### src/rtl/conv_window_scheduler.sv
// Window sequencer for the float16 convolution datapath: walks kernel windows
// (input channel innermost, then column, row, output channel) and hands each one to the MAC array.
module conv_window_scheduler #(
  parameter int data_width     = 16,
  parameter int input_channel  = 2,
  parameter int output_channel = 1,
  parameter int image_length   = 4,
  parameter int image_width    = 4,
  parameter int weight_length  = 3,
  parameter int weight_width   = 3,
  parameter int stride         = 1,
  parameter int result_length  = 2,
  parameter int result_width   = 2
) (
  input  logic                  clk,
  input  logic                  reset,
  input  logic                  conv_en,
  output logic                  win_valid,
  input  logic                  win_ready,
  output logic [data_width-1:0] anchor_l,
  output logic [data_width-1:0] anchor_c,
  output logic [7:0]            ch_idx,
  output logic [7:0]            oc_idx,
  output logic                  acc_clear,
  output logic                  acc_last,
  input  logic                  mac_done,
  output logic                  result_valid,
  output logic [7:0]            res_l,
  output logic [7:0]            res_c,
  output logic [7:0]            res_oc,
  output logic                  busy,
  output logic                  conv_done
);

  typedef enum logic [2:0] {
    IDLE  = 3'd0,
    ISSUE = 3'd1,
    WAIT  = 3'd2,
    NEXT  = 3'd3,
    DONE  = 3'd4
  } state_t;

  localparam logic [data_width-1:0] stride_step     = data_width'(stride);
  localparam logic [data_width-1:0] last_col_anchor = data_width'((result_width - 1) * stride);
  localparam logic [data_width-1:0] last_row_anchor = data_width'((result_length - 1) * stride);
  localparam logic [7:0]            last_ch         = 8'(input_channel - 1);
  localparam logic [7:0]            last_oc         = 8'(output_channel - 1);

  state_t     state_r;
  logic [7:0] res_row_r;
  logic [7:0] res_col_r;
  logic       ch_wrap_s;
  logic       col_wrap_s;
  logic       row_wrap_s;
  logic       oc_wrap_s;

  assign ch_wrap_s  = (ch_idx == last_ch);
  assign col_wrap_s = (anchor_c == last_col_anchor);
  assign row_wrap_s = (anchor_l == last_row_anchor);
  assign oc_wrap_s  = (oc_idx == last_oc);

  // Sequencer FSM; output-pixel row/col are counted alongside the anchors so no divider is needed.
  always_ff @(posedge clk) begin
    if (!reset || !conv_en) begin
      state_r      <= IDLE;
      win_valid    <= 1'b0;
      anchor_l     <= {data_width{1'b0}};
      anchor_c     <= {data_width{1'b0}};
      ch_idx       <= 8'd0;
      oc_idx       <= 8'd0;
      acc_clear    <= 1'b0;
      acc_last     <= 1'b0;
      result_valid <= 1'b0;
      res_l        <= 8'd0;
      res_c        <= 8'd0;
      res_oc       <= 8'd0;
      busy         <= 1'b0;
      conv_done    <= 1'b0;
      res_row_r    <= 8'd0;
      res_col_r    <= 8'd0;
    end else begin
      case (state_r)
        IDLE: begin
          result_valid <= 1'b0;
          state_r      <= ISSUE;
          win_valid    <= 1'b1;
          busy         <= 1'b1;
          acc_clear    <= 1'b1;
          acc_last     <= (last_ch == 8'd0);
        end
        ISSUE: begin
          result_valid <= 1'b0;
          if (win_ready) begin
            state_r   <= WAIT;
            win_valid <= 1'b0;
          end
        end
        WAIT: begin
          result_valid <= 1'b0;
          if (mac_done) begin
            state_r <= NEXT;
          end
        end
        NEXT: begin
          result_valid <= ch_wrap_s;
          if (ch_wrap_s) begin
            res_l  <= res_row_r;
            res_c  <= res_col_r;
            res_oc <= oc_idx;
          end
          // Final window: descriptor fields keep their last values while DONE.
          if (ch_wrap_s && col_wrap_s && row_wrap_s && oc_wrap_s) begin
            state_r   <= DONE;
            busy      <= 1'b0;
            conv_done <= 1'b1;
          end else begin
            state_r   <= ISSUE;
            win_valid <= 1'b1;
            if (!ch_wrap_s) begin
              ch_idx    <= ch_idx + 8'd1;
              acc_clear <= 1'b0;
              acc_last  <= ((ch_idx + 8'd1) == last_ch);
            end else begin
              ch_idx    <= 8'd0;
              acc_clear <= 1'b1;
              acc_last  <= (last_ch == 8'd0);
              if (!col_wrap_s) begin
                anchor_c  <= anchor_c + stride_step;
                res_col_r <= res_col_r + 8'd1;
              end else begin
                anchor_c  <= {data_width{1'b0}};
                res_col_r <= 8'd0;
                if (!row_wrap_s) begin
                  anchor_l  <= anchor_l + stride_step;
                  res_row_r <= res_row_r + 8'd1;
                end else begin
                  anchor_l  <= {data_width{1'b0}};
                  res_row_r <= 8'd0;
                  oc_idx    <= oc_idx + 8'd1;
                end
              end
            end
          end
        end
        DONE: begin
          result_valid <= 1'b0;
        end
        default: begin
          state_r      <= IDLE;
          win_valid    <= 1'b0;
          busy         <= 1'b0;
          conv_done    <= 1'b0;
          result_valid <= 1'b0;
        end
      endcase
    end
  end

endmodule

### config.mk
export PLATFORM = sky130hd
export DESIGN_NAME = conv_window_scheduler
export DESIGN_NICKNAME = d
export VERILOG_FILES = /design/src/rtl/conv_window_scheduler.sv
export SDC_FILE = /design/constraint.sdc
export NUM_CORES = 1
export LEC_CHECK = 0
export ABC_AREA = 1
export CAP_MARGIN = 5
export CORE_ASPECT_RATIO = 0.75
export CORE_MARGIN = 4
export CORE_UTILIZATION = 40
export CTS_BUF_LIST = sky130_fd_sc_hd__clkbuf_8
export DETAILED_ROUTE_END_ITERATION = 6
export SLEW_MARGIN = 20
export SYNTH_ARGS = -nofsm -noshare
export SYNTH_HDL_FRONTEND = slang
export SYNTH_SLANG_ARGS = --single-unit
### constraint.sdc
create_clock -name clk -period 2.17 [get_ports clk]
set_clock_uncertainty 0.1 [all_clocks]
set_input_delay 0.3255 -clock clk [delete_from_list [all_inputs] [get_ports clk]]
set_output_delay 0.3255 -clock clk [all_outputs]
set_load 0.01 [all_outputs]
==> results.env, run 1 <==
OUTCOME='finished, final reports clean'
ROUTED-VIA-COUNT=5491
NUM-NETS-FINAL=917
FINALHOLDWORSTSLACK_PS=367
GRT_START_MAX_NET_PINS=45
CRIT_PATH_MAX_FANOUT=8
DIE_H_UM=107
WL_MET1_MM=7.58
WL_MET2_MM=6.69
MULTI_INPUT_AREA_MM2=0.00285
DRT-INITIAL-DRC-COUNT=346
CTS.SINKS=97
CRITICAL_PATH_ARRIVAL_PS=2160
WL_PER_CELL_UM=14.2
CRITICAL_PATH_TYPE='register to register'
WORST-ENDPOINT-REQUIRED_PS=2320
VIA_PER_INST=5.13
DRT-PASS1-ITER-COUNT=5
START_UTIL=0.419
RSZ_0062_RAISED_AFTER_GLOBAL_ROUTING='false'
ENDPOINT_KIND='register'
DP_CELL_COUNT=1052
FIRST_GLOBAL_VIAS=5116
SYNTH_SEQ_CELLS=97
SYNTH_SEQ_AREA_SHARE=0.369
HTREEDEPTH=3
CORE_AREA_MM2=0.0126
GLOBALROUTETOTALUTIL=0.204
NUMPORTBUFFERS=82
HP-START='win_valid'
DRV.MAX_CAP_VIOLATION_COUNT=0
FLOORPLAN.IO_PINS=83
TRANSITION_AT_THE_PIN_WITH_THE_SMALLEST_MAX_TRANSITION_SLACK_PS=383
DETAIL_ROUTE.WIRELENGTH_MM=15.2
SYNTH_ENABLE_FLOP_CELLS=0
CLK_PATH_BUF_DEPTH=2
SYN-CELL-AREA_MM2=0.00526
YOSYS.CELL_TYPES.COUNT=26
SYNTH.AVG_CELL_AREA_UM2=6.60
ROWS=35
AREA.GROWTH.SYNTH_TO_FINAL_PCT=27.5
DIODES=0
PREDOMINANT_POST_SYNTHESIS_FLOP_CELL='dfxtp_1'
FINAL.SETUP.WORST_SLACK_PS=159
SYNTH.LARGEST_AREA_CELL='dfxtp_1'
MIN-DELAY-PATH-CLASS='register to register'
WORSTSETUPSTARTPOINT='ch_idx[0]'
SLEW_LIMIT_HEADROOM=0.742
SYNTH_NETS=813
GLOBAL_ROUTE_WIRE_LENGTH_BEFORE_REPAIR_MM=25.4
DIEAREA_MM2=0.0151
SHARE_OF_LAYOUT_CELLS_ABOVE_DRIVE_STRENGTH_1=0.0873
STATIC-LEAKAGE-POWER_nW=2.68
POST_DRT_ANTENNA_NETS=0
SYNTH_ASYNC_SR_FLOP_SHARE=0
WORSTREG2REGSTART='ch_idx[0]'
R2R_SLACK_PS=160
VDD.IR_DROP.WORST_mV=0.269
MAXCLOCKFREQUENCY_GHz=0.497
TIMING.CRITICAL_PATH.FROM_TYPE='register'
PERIOD_SHARE=0.927
POST_SYNTH_INST_COUNT=797
CTS_BUFFER_COUNT=9
CTS_TREE='built'
SYNTH.TOP_CELLS.BY_COUNT='nand2_1 (203), nor2_1 (103), dfxtp_1 (97)'
CTS-ROOT-BUF='clkbuf_8'
POST-ROUTE-DRC-COUNT=0
NFILLCELLS=1217
DP.FINAL_HPWL_MM=11.1
FIN_SETUP_TNS_PS=0
WORST_SETUP_HOLD_PATH_CLK_SLEW_PS=100
SETUP_VIOL_COUNT_FINAL=0
INSERTION_DELAY_PS=370
CELLPOWERDENSITY_mW_PER_MM2=485
ROUTABILITYCONGESTION=0.864
WL_MET3_UM=775
FINAL_SLEW_VIOL_COUNT=0
SEQCELLAREA_MM2=0.00194
NETLIST_TOP_CELLS_AREA='dfxtp_1 (37%), nand2_1 (14%), a21oi_1 (7.8%)'
GLOBALROUTEOVERFLOWTOTAL=0
FINAL_CELLS=1071
FLOORPLAN.DIE.WIDTH_UM=140
LAYOUT_MIN_CYCLE_TIME_PS=2010
ROUTED.TOP_LAYER='met4'
HOLD_VIOL_FINAL=0
SYNTHMOSTINSTANTIATEDCELL='nand2_1'
SYNTH_WARNINGS=0
SYNTHDOMINANTCELLAREASHARE=0.369
PLACE_WS_PS=121
ANTENNA_FOUND_INITIAL=0
metal layers:
layer / GRT usage / vias up
li1: - / 2775
met1: 0.284 / 2565
met2: 0.328 / 136
met3: 0.0400 / 15
met4: 0.0463 / 0
met5: 0 / -
layout make-up:
| class | instances | area share |
|---|---|---|
| sequential | 97 | 0.289 |
| clock inverter | 4 | 0.0114 |
| timing repair buffer | 121 | 0.168 |
| tap | 166 | 0.0309 |
| clock buffer | 11 | 0.0226 |
| multi-input combinational | 578 | 0.425 |
| inverter | 94 | 0.0526 |
power breakdown:
part	leakage (nW)	switching [W]	internal [W]
combinational	1.79	0.0000697	0.0000417
clock	0.112	0.000645	0.000709
sequential	0.782	0.00000615	0.00179
cells by family (layout without fill, tap and decap cells):
group / Yosys count / count (layout) / share of synthesized area
DFF: 97 / 97 / 0.369
buffers and inverters: 122 / 230 / 0.0939
AOI/OAI and AO/OA: 122 / 122 / 0.117
xor gates and xnor gates: 31 / 31 / 0.0516
adders and majority gates: 11 / 11 / 0.0261
and+or+nand+nor: 414 / 414 / 0.343
through the flow:
step	util	power, W	instance area (um2)
floorplan	-	0.00190	5260
global placement	0.511	0.00194	6430
detailed placement	0.511	0.00195	6430
CTS	0.530	0.00329	6660
global route	0.534	0.00338	6710
finish	0.534	0.00326	6710
critical path, stage by stage (launching register included):
cell	delay, ps
dfxtp_1	420
ha_1	210
nand2_2	100
nor2_8	160
buf_4	200
nand4_1	260
buf_4	230
o21ai_0	140
a21oi_1	80
layout by cell type, fill, tap and decap left out:
master,n
nand4_1,41
clkinv_4,1
a211oi_1,2
bufinv_16,2
nor2_4,2
buf_6,1
inv_1,89
xor2_1,28
inv_2,5
dfxtp_1,97
xnor2_1,3
nand3_2,4
nor2_8,1
nand3_1,35
a21oi_1,82
ha_1,11
nand3_4,1
buf_4,37
clkbuf_8,11
nor2_1,102
nand2_1,201
nor2_2,4
or2_2,2
nand3b_1,1
o21ai_0,38
nand2_4,1
clkdlybuf4s50_1,82
or2_1,1
clkinvlp_4,1
nor3_1,13
nand2_2,5
buf_12,1
what timing repair did:
item / CTS / global route
setup buffers: 0 / 4
resized for setup: 0 / 6
endpoints found under the setup margin: 0 / 53
hold buffers: 0 / 0
worst paths after layout:
path,end,cells after the start
setup / recovery,oc_idx[7],8
hold / removal,win_valid,2
hold reg to reg,win_valid,2
setup reg to reg,oc_idx[7],8
state kept, by name, summed over array words and instances, names as in the netlist:
| register | count |
|---|---|
| anchor_c | 16 |
| anchor_l | 16 |
| ch_idx | 8 |
| oc_idx | 8 |
| res_c | 8 |
| res_col_r | 8 |
| res_l | 8 |
| res_oc | 8 |
| res_row_r | 8 |
| state_r | 3 |
| acc_clear | 1 |
| acc_last | 1 |
| busy | 1 |
| conv_done | 1 |
| result_valid | 1 |
| win_valid | 1 |
(Power assumes the default switching activity.)
==> inputs of run 2 (changes only) <==
--- a/config.mk
+++ b/config.mk
@@ -12,7 +12,7 @@
 export CORE_UTILIZATION = 40
 export CTS_BUF_LIST = sky130_fd_sc_hd__clkbuf_8
 export DETAILED_ROUTE_END_ITERATION = 6
-export SLEW_MARGIN = 20
+export SKIP_CTS_REPAIR_TIMING = 1
 export SYNTH_ARGS = -nofsm -noshare
 export SYNTH_HDL_FRONTEND = slang
 export SYNTH_SLANG_ARGS = --single-unit
==> results of run 2 <==
Final layout, timing and power as in run 1 (identical DEF).
